===== src/rtl/oled_mode_scheduler.sv =====
// oled_mode_scheduler: frame-synchronous pixel source selection with black gaps and game init handshake
module oled_mode_scheduler #(
  parameter int BLANK_FRAMES        = 2,
  parameter int INIT_TIMEOUT_FRAMES = 60
) (
  input  logic         clk,
  input  logic         reset,
  input  logic         frame_begin,
  input  logic         req_valid,
  input  logic [2:0]   req_mode,
  output logic         req_ready,
  input  logic         mode_ended,
  input  logic         init_done,
  input  logic [127:0] src_pixels,
  output logic [15:0]  oled_data,
  output logic [2:0]   active_mode,
  output logic         busy,
  output logic         init_start,
  output logic         init_timeout,
  output logic         req_err
);
  typedef enum logic [1:0] {SHOW, DRAIN, BLANK, INIT} state_t;
  state_t      r_state;
  logic [2:0]  r_active, r_target, r_sel;
  logic        r_blank, r_init_start, r_init_timeout, r_req_err;
  logic [7:0]  r_cnt;
  logic [15:0] r_oled;
  logic [7:0]  w_cnt_inc;
  logic        w_target_game, w_active_game;
  assign w_cnt_inc     = (r_cnt == 8'hff) ? r_cnt : r_cnt + 8'd1;
  assign w_target_game = (r_target >= 3'd2) && (r_target <= 3'd4);
  assign w_active_game = (r_active >= 3'd2) && (r_active <= 3'd4);
  assign req_ready     = (r_state == SHOW);
  assign busy          = ~req_ready;
  assign oled_data     = r_oled;
  assign active_mode   = r_active;
  assign init_start    = r_init_start;
  assign init_timeout  = r_init_timeout;
  assign req_err       = r_req_err;
  always_ff @(posedge clk) begin
    if (reset) begin
      r_state        <= SHOW;
      r_active       <= '0;
      r_target       <= '0;
      r_sel          <= '0;
      r_blank        <= 1'b0;
      r_cnt          <= '0;
      r_oled         <= '0;
      r_init_start   <= 1'b0;
      r_init_timeout <= 1'b0;
      r_req_err      <= 1'b0;
    end else begin
      r_oled         <= r_blank ? 16'h0000 : src_pixels[16*r_sel +: 16];
      r_init_start   <= 1'b0;
      r_init_timeout <= 1'b0;
      r_req_err      <= 1'b0;
      case (r_state)
        SHOW: begin
          // an accepted external request (legal or not) always beats mode_ended
          if (req_valid) begin
            if (req_mode <= 3'd4) begin
              r_target <= req_mode;
              r_state  <= DRAIN;
            end else r_req_err <= 1'b1;
          end else if (mode_ended && w_active_game) begin
            r_target <= 3'd5;
            r_state  <= DRAIN;
          end
        end
        DRAIN: if (frame_begin) begin
          r_blank <= 1'b1;
          r_cnt   <= 8'd1;
          r_state <= BLANK;
        end
        BLANK: if (frame_begin) begin
          if (r_cnt == BLANK_FRAMES[7:0]) begin
            r_blank <= 1'b0;
            if (w_target_game) begin
              r_sel        <= 3'd7;
              r_init_start <= 1'b1;
              r_cnt        <= '0;
              r_state      <= INIT;
            end else begin
              r_active <= r_target;
              r_sel    <= r_target;
              r_state  <= SHOW;
            end
          end else r_cnt <= w_cnt_inc;
        end
        INIT: if (frame_begin) begin
          if (init_done) begin
            r_active <= r_target;
            r_sel    <= r_target;
            r_state  <= SHOW;
          end else begin
            r_cnt <= w_cnt_inc;
            if (w_cnt_inc == INIT_TIMEOUT_FRAMES[7:0]) begin
              r_init_timeout <= 1'b1;
              r_active       <= '0;
              r_sel          <= '0;
              r_state        <= SHOW;
            end
          end
        end
      endcase
    end
  end
endmodule


===== config.mk =====
export PLATFORM = sky130hd
export DESIGN_NAME = oled_mode_scheduler
export DESIGN_NICKNAME = d
export VERILOG_FILES = /design/src/rtl/oled_mode_scheduler.sv
export SDC_FILE = /design/constraint.sdc
export NUM_CORES = 1
export LEC_CHECK = 0
export BUFFER_PORTS_ARGS = -buffer_cell sky130_fd_sc_hd__buf_4
export CORE_UTILIZATION = 27
export CTS_CLUSTER_SIZE = 20
export DETAILED_ROUTE_END_ITERATION = 8
export PLACE_DENSITY = 0.58
export SLEW_MARGIN = 20
export SYNTH_ARGS = -nofsm -noshare
export SYNTH_HDL_FRONTEND = slang
export SYNTH_SLANG_ARGS = --single-unit

===== constraint.sdc =====
create_clock -name clk -period 2.19 [get_ports clk]
set_input_delay 0.3285 -clock clk [delete_from_list [all_inputs] [get_ports clk]]
set_output_delay 0.3285 -clock clk [all_outputs]
set_load 0.05 [all_outputs]

After elaboration in Yosys (flattened, before gate mapping). Index checks and enable logic that the tools add are counted.

Logic and storage cells: 98. Flip-flop bits (word level): 39. Output and inout port bits: 24. Input port bits: 137.

Magnitude comparators: 5. Reduce and logical (&&, ||, !) cells: 18. Bitwise operators: 6. Shift-type cells: 1. Mux-type cells: 40. $add $sub $neg: 1. Equal/unequal tests: 17.

Operators with widths (number): 128-bit by 8-bit variable part select with 16-bit output (1); 8-bit 2-to-1 mux (7); 3-bit 2-to-1 mux (12); 8-bit case mux with 3 select lines (1); 2-bit 2-to-1 mux (10); 2-bit inequality test (second input constant) (6); 3-bit case mux with 2 select lines (2); 6-bit AND reduction (2); 3-bit <= comparator (second input constant) (3); 8-bit by 1-bit adder with 8-bit output (second input constant) (1); 8-bit by 2-bit == test with 1-bit output (second input constant) (1); 8-bit by 6-bit == test with 1-bit output (second input constant) (1); 8-bit == test (second input constant) (1); 2-bit case mux with 4 select lines (1); 4-bit OR reduction (2); 7-bit AND reduction (1); 3-bit by 2-bit greater-or-equal comparator with 1-bit output (second input constant) (2); 1-bit 2-to-1 mux (6); 3-bit by 2-bit inequality test with 1-bit output (second input constant) (2); 3-bit inequality test (second input constant) (2); 1-bit NOT (6); 2-bit nonzero test (3); 5-bit AND reduction (1); 2-bit == test (second input constant) (2); other kinds (10) (12).

Logic depth before layout (Yosys ltp).
Depth after elaboration: 7. Depth in mapped cells: 8. Gate-level depth less buffers: 7.

Worst setup path after synthesis. Ideal clock, no wire load.

Kind: flip-flop to flip-flop. Start: register r_cnt[0]. End: register r_cnt[0]. Cell stages (with the launch flop): 8. Slack: 148 ps. Clock period less this slack: 2042 ps. Arrival: 1910 ps. Data required time: 2058 ps. Path buffers: 0. Cell sequence: dfxtp_1 -> inv_1 -> ha_1 -> or4b_4 -> or2_4 -> or4_4 -> o211ai_1 -> a21oi_1.

Longest elaborated chain between the ends: 5.

Ends and longest elaborated chain: start: declaration (line 26) `logic [7:0] r_cnt;`; start signal: assignment (line 88) `end else r_cnt <= w_cnt_inc;`; start signal: assignment (line 96) `r_cnt <= w_cnt_inc;`; 8-bit by 1-bit adder with 8-bit output or 8-bit == test (tied branches) (line 30) `assign w_cnt_inc = (r_cnt == 8'hff) ? r_cnt : r_cnt + 8'd1;`; 8-bit 2-to-1 mux (line 30); 8-bit 2-to-1 mux (on tied branches) (line 91, 76); 8-bit 2-to-1 mux (on tied branches) (line 90, 75); 8-bit case mux with 3 select lines (line 57) `case (r_state)`.

Several ways; a longest one is shown, not always the timed one. The select of a mux whose other input is x is not followed. A chain may end at the register's enable or synchronous reset.

Worst setup path in the final report. Ends and elaborated chain as after synthesis.

==> results.cfg <==
[status]
status = complete, no violations

[global_routing]
grt_overflow = 0
grt_pass1_vias = 2558
antenna_found_initial = 0
grt_pass1_wl_mm = 12.5
grt_use_total_pct = 16.2
grt_max_degree = 24

[floorplan]
die_x_um = 98.9
fp.dieArea_sq_mm = 0.00979
core_sq_mm = 0.00915
rows = 35
die_y_um = 98.9
start_util_pct = 27.7
ioPinCount = 161

[clock_tree]
cts-hold-fix-buffers = 0
numCtsBuffers = 5
cts-root-buf = clkbuf_8
clockBufferDepth = 2
worstSkewPairLatency_ns = 0.29
cts_max_level = 2
clock_sinks = 39
cts_setup_buffers = 0
cts_tree = done
path_clk_slew_ns = 0.09
cts-resized-gates = 0

[critical_path]
crit_fanout = 5
critical_path_required_ns = 2.37
arrival_ns = 2.28
criticalPathCategory = reg2reg
end_kind = register
start_kind = register

[timing]
worst_slack_ns = 0.0973
holdWs_ns = 0.309
hold_violations = 0
fmaxAchievable_ghz = 0.478
tightestPinTransition_ns = 0.537
fin_crit_ns = 2.09
final-max-slew-violation-count = 0
fin_skew_ns = 0.00975
setup_viol_count_final = 0
rsz0062_at_grt = no
finalCritPeriodShare_pct = 95.6
final.setup.tns_ns = 0
slew_headroom_pct = 64.2

[finish]
final_cell_area_sq_mm = 0.00398
syn_to_final_growth_pct = 56.9
fillCellCount = 899
instances_no_fill = 509
drive_gt1_share_pct = 55.8
antenna_cells = 0
fin_nets = 536

[detailed_routing]
drtIter0Drc = 78
drc_errors = 0
via_per_inst = 5.01
dr_total_vias = 2550
ant_nets = 0
routed_wl_mm = 8.07
wl_per_cell_um = 15.9
firstDrtPassIters = 4

[place]
place_area_sq_mm = 0.00387
pre_cts_slack_ns = 0.104
hpwl_mm = 6.33
gp_congestion = 0.853
portBuffers = 160
dpl.cell_count = 501

[synth]
async_flop_share_pct = 0
synth-main-ff-cell = dfxtp_1
synth_edf_count = 0
synthSimpleGateAreaFrac_pct = 14.9
syn_inst = 240
yosys.area.top_type_share_pct = 30.8
netlist_area_sq_mm = 0.00254
syn_avg_cell_area_sq_um = 10.6
ys_seq_elements = 39
synth_fa_ha_area_share_pct = 0.987
ys_top_cells_by_count = dfxtp_1, mux4_2, nor2_1
synthXorXnorAreaFrac_pct = 0.691
syn_nets = 379
synth_mux_area_share_pct = 34.7
ys_types = 42
synth_area_leader_cell = dfxtp_1
synth_top_family_by_area = multiplexers
ys_seq_area_share_pct = 30.8
synth-compound-area-share_pct = 13.7
yosysMostFrequentCell = dfxtp_1
yosys_warnings = 0
synth_area_leaders = dfxtp_1, mux4_2, mux2i_1, nor2_1, a21oi_1

[job]
maxCapViolCount = 0

[power_and_ir_drop]
p_leak_nw = 1.60
pwr_density_cell_mw_per_mm2 = 441
peakVddDrop_mv = 0.225

[min_path]
hold_class = in2reg
-- final timing paths --
kind | depth (start not counted) | endpoint | start | slack, ns
worst max-delay path | 7 | r_cnt[0] | r_cnt[0] | 0.1
worst min-delay path | 3 | r_target[1] | req_valid | 0.31
worst max register to register | 7 | r_cnt[0] | r_cnt[0] | 0.1
worst min register to register | 2 | active_mode[0] | active_mode[0] | 0.51
-- worst max-delay path, cell delays in order, from the launching register on --
cell and delay, ns:
dfxtp_1 0.32, inv_1 0.07, ha_1 0.13, or4b_4 0.46
or2_4 0.29, or4_4 0.51, o211ai_1 0.11, a21oi_1 0.08
-- layer usage --
| metal | track usage, % | vias up | part of all wire, % |
|---|---|---|---|
| li1 | - | 1244 | - |
| met1 | 18.4 | 1200 | 40 |
| met2 | 30.7 | 100 | 52 |
| met3 | 3.76 | 6 | 6.7 |
| met4 | 3.56 | 0 | 0.97 |
| met5 | 0 | - | 0 |
-- flip-flops by register name (all words and copies together) (netlist names), 2 cells and up --
signal,flops
r_state,2
r_sel,3
r_cnt,8
oled_data,16
active_mode,3
r_target,3
-- cell type report --
type                    count  area (sq um)  area share [%]
clock buffers               6          82.6            2.07
repair buffers            169          1280            32.2
well taps                 111           139            3.49
multi-input cells         176          1660            41.6
clock inverters             2          16.3           0.409
flip-flops and latches     39           783            19.7
inverters                   6          22.5           0.566
-- stage by stage --
stage / total power [mW] / util, %
detailed placement: 1.25 / 42.3
global route: 1.85 / 43.5
global placement: 1.24 / 42.3
finish: 1.76 / 43.5
CTS: 1.79 / 43.4
floorplan: 0.992 / -
-- cells in the final DEF, fill, tap and decap left out, types with 2 or more instances in the layout --
| master | n |
|---|---|
| xnor2_1 | 2 |
| clkbuf_8 | 6 |
| nor3b_1 | 3 |
| nand3b_1 | 2 |
| dfxtp_2 | 2 |
| nor2b_1 | 2 |
| or3_1 | 2 |
| o21a_1 | 3 |
| a21oi_1 | 15 |
| mux2i_1 | 16 |
| a31oi_1 | 3 |
| dfxtp_1 | 37 |
| o21ai_0 | 12 |
| nor2_1 | 22 |
| nand2b_1 | 4 |
| mux4_2 | 32 |
| a41oi_1 | 2 |
| a211oi_1 | 8 |
| nand2_1 | 15 |
| nor4_1 | 2 |
| ha_1 | 2 |
| o211ai_1 | 2 |
| buf_4 | 168 |
| nand3_1 | 5 |
| o221a_2 | 3 |
| inv_1 | 6 |
| nor3_1 | 3 |
| or2_2 | 2 |
-- report_power, final --
part           switching, mW  internal (mW)
Sequential            0.0153          0.739
Combinational          0.210          0.267
Clock                  0.268          0.257
-- cell families (layout without fill, tap and decap cells) --
kind of cell | count (synthesis) | after routing
AO/OA/AOI/OAI | 53 | 53
XOR/XNOR | 2 | 2
adder cells (fa/ha/maj) | 2 | 2
buffers and inverters | 25 | 183
flip-flops | 39 | 39
multiplexers | 48 | 48
AND/OR/NAND/NOR | 71 | 71
No activity file was read; power rests on OpenSTA's default activity.
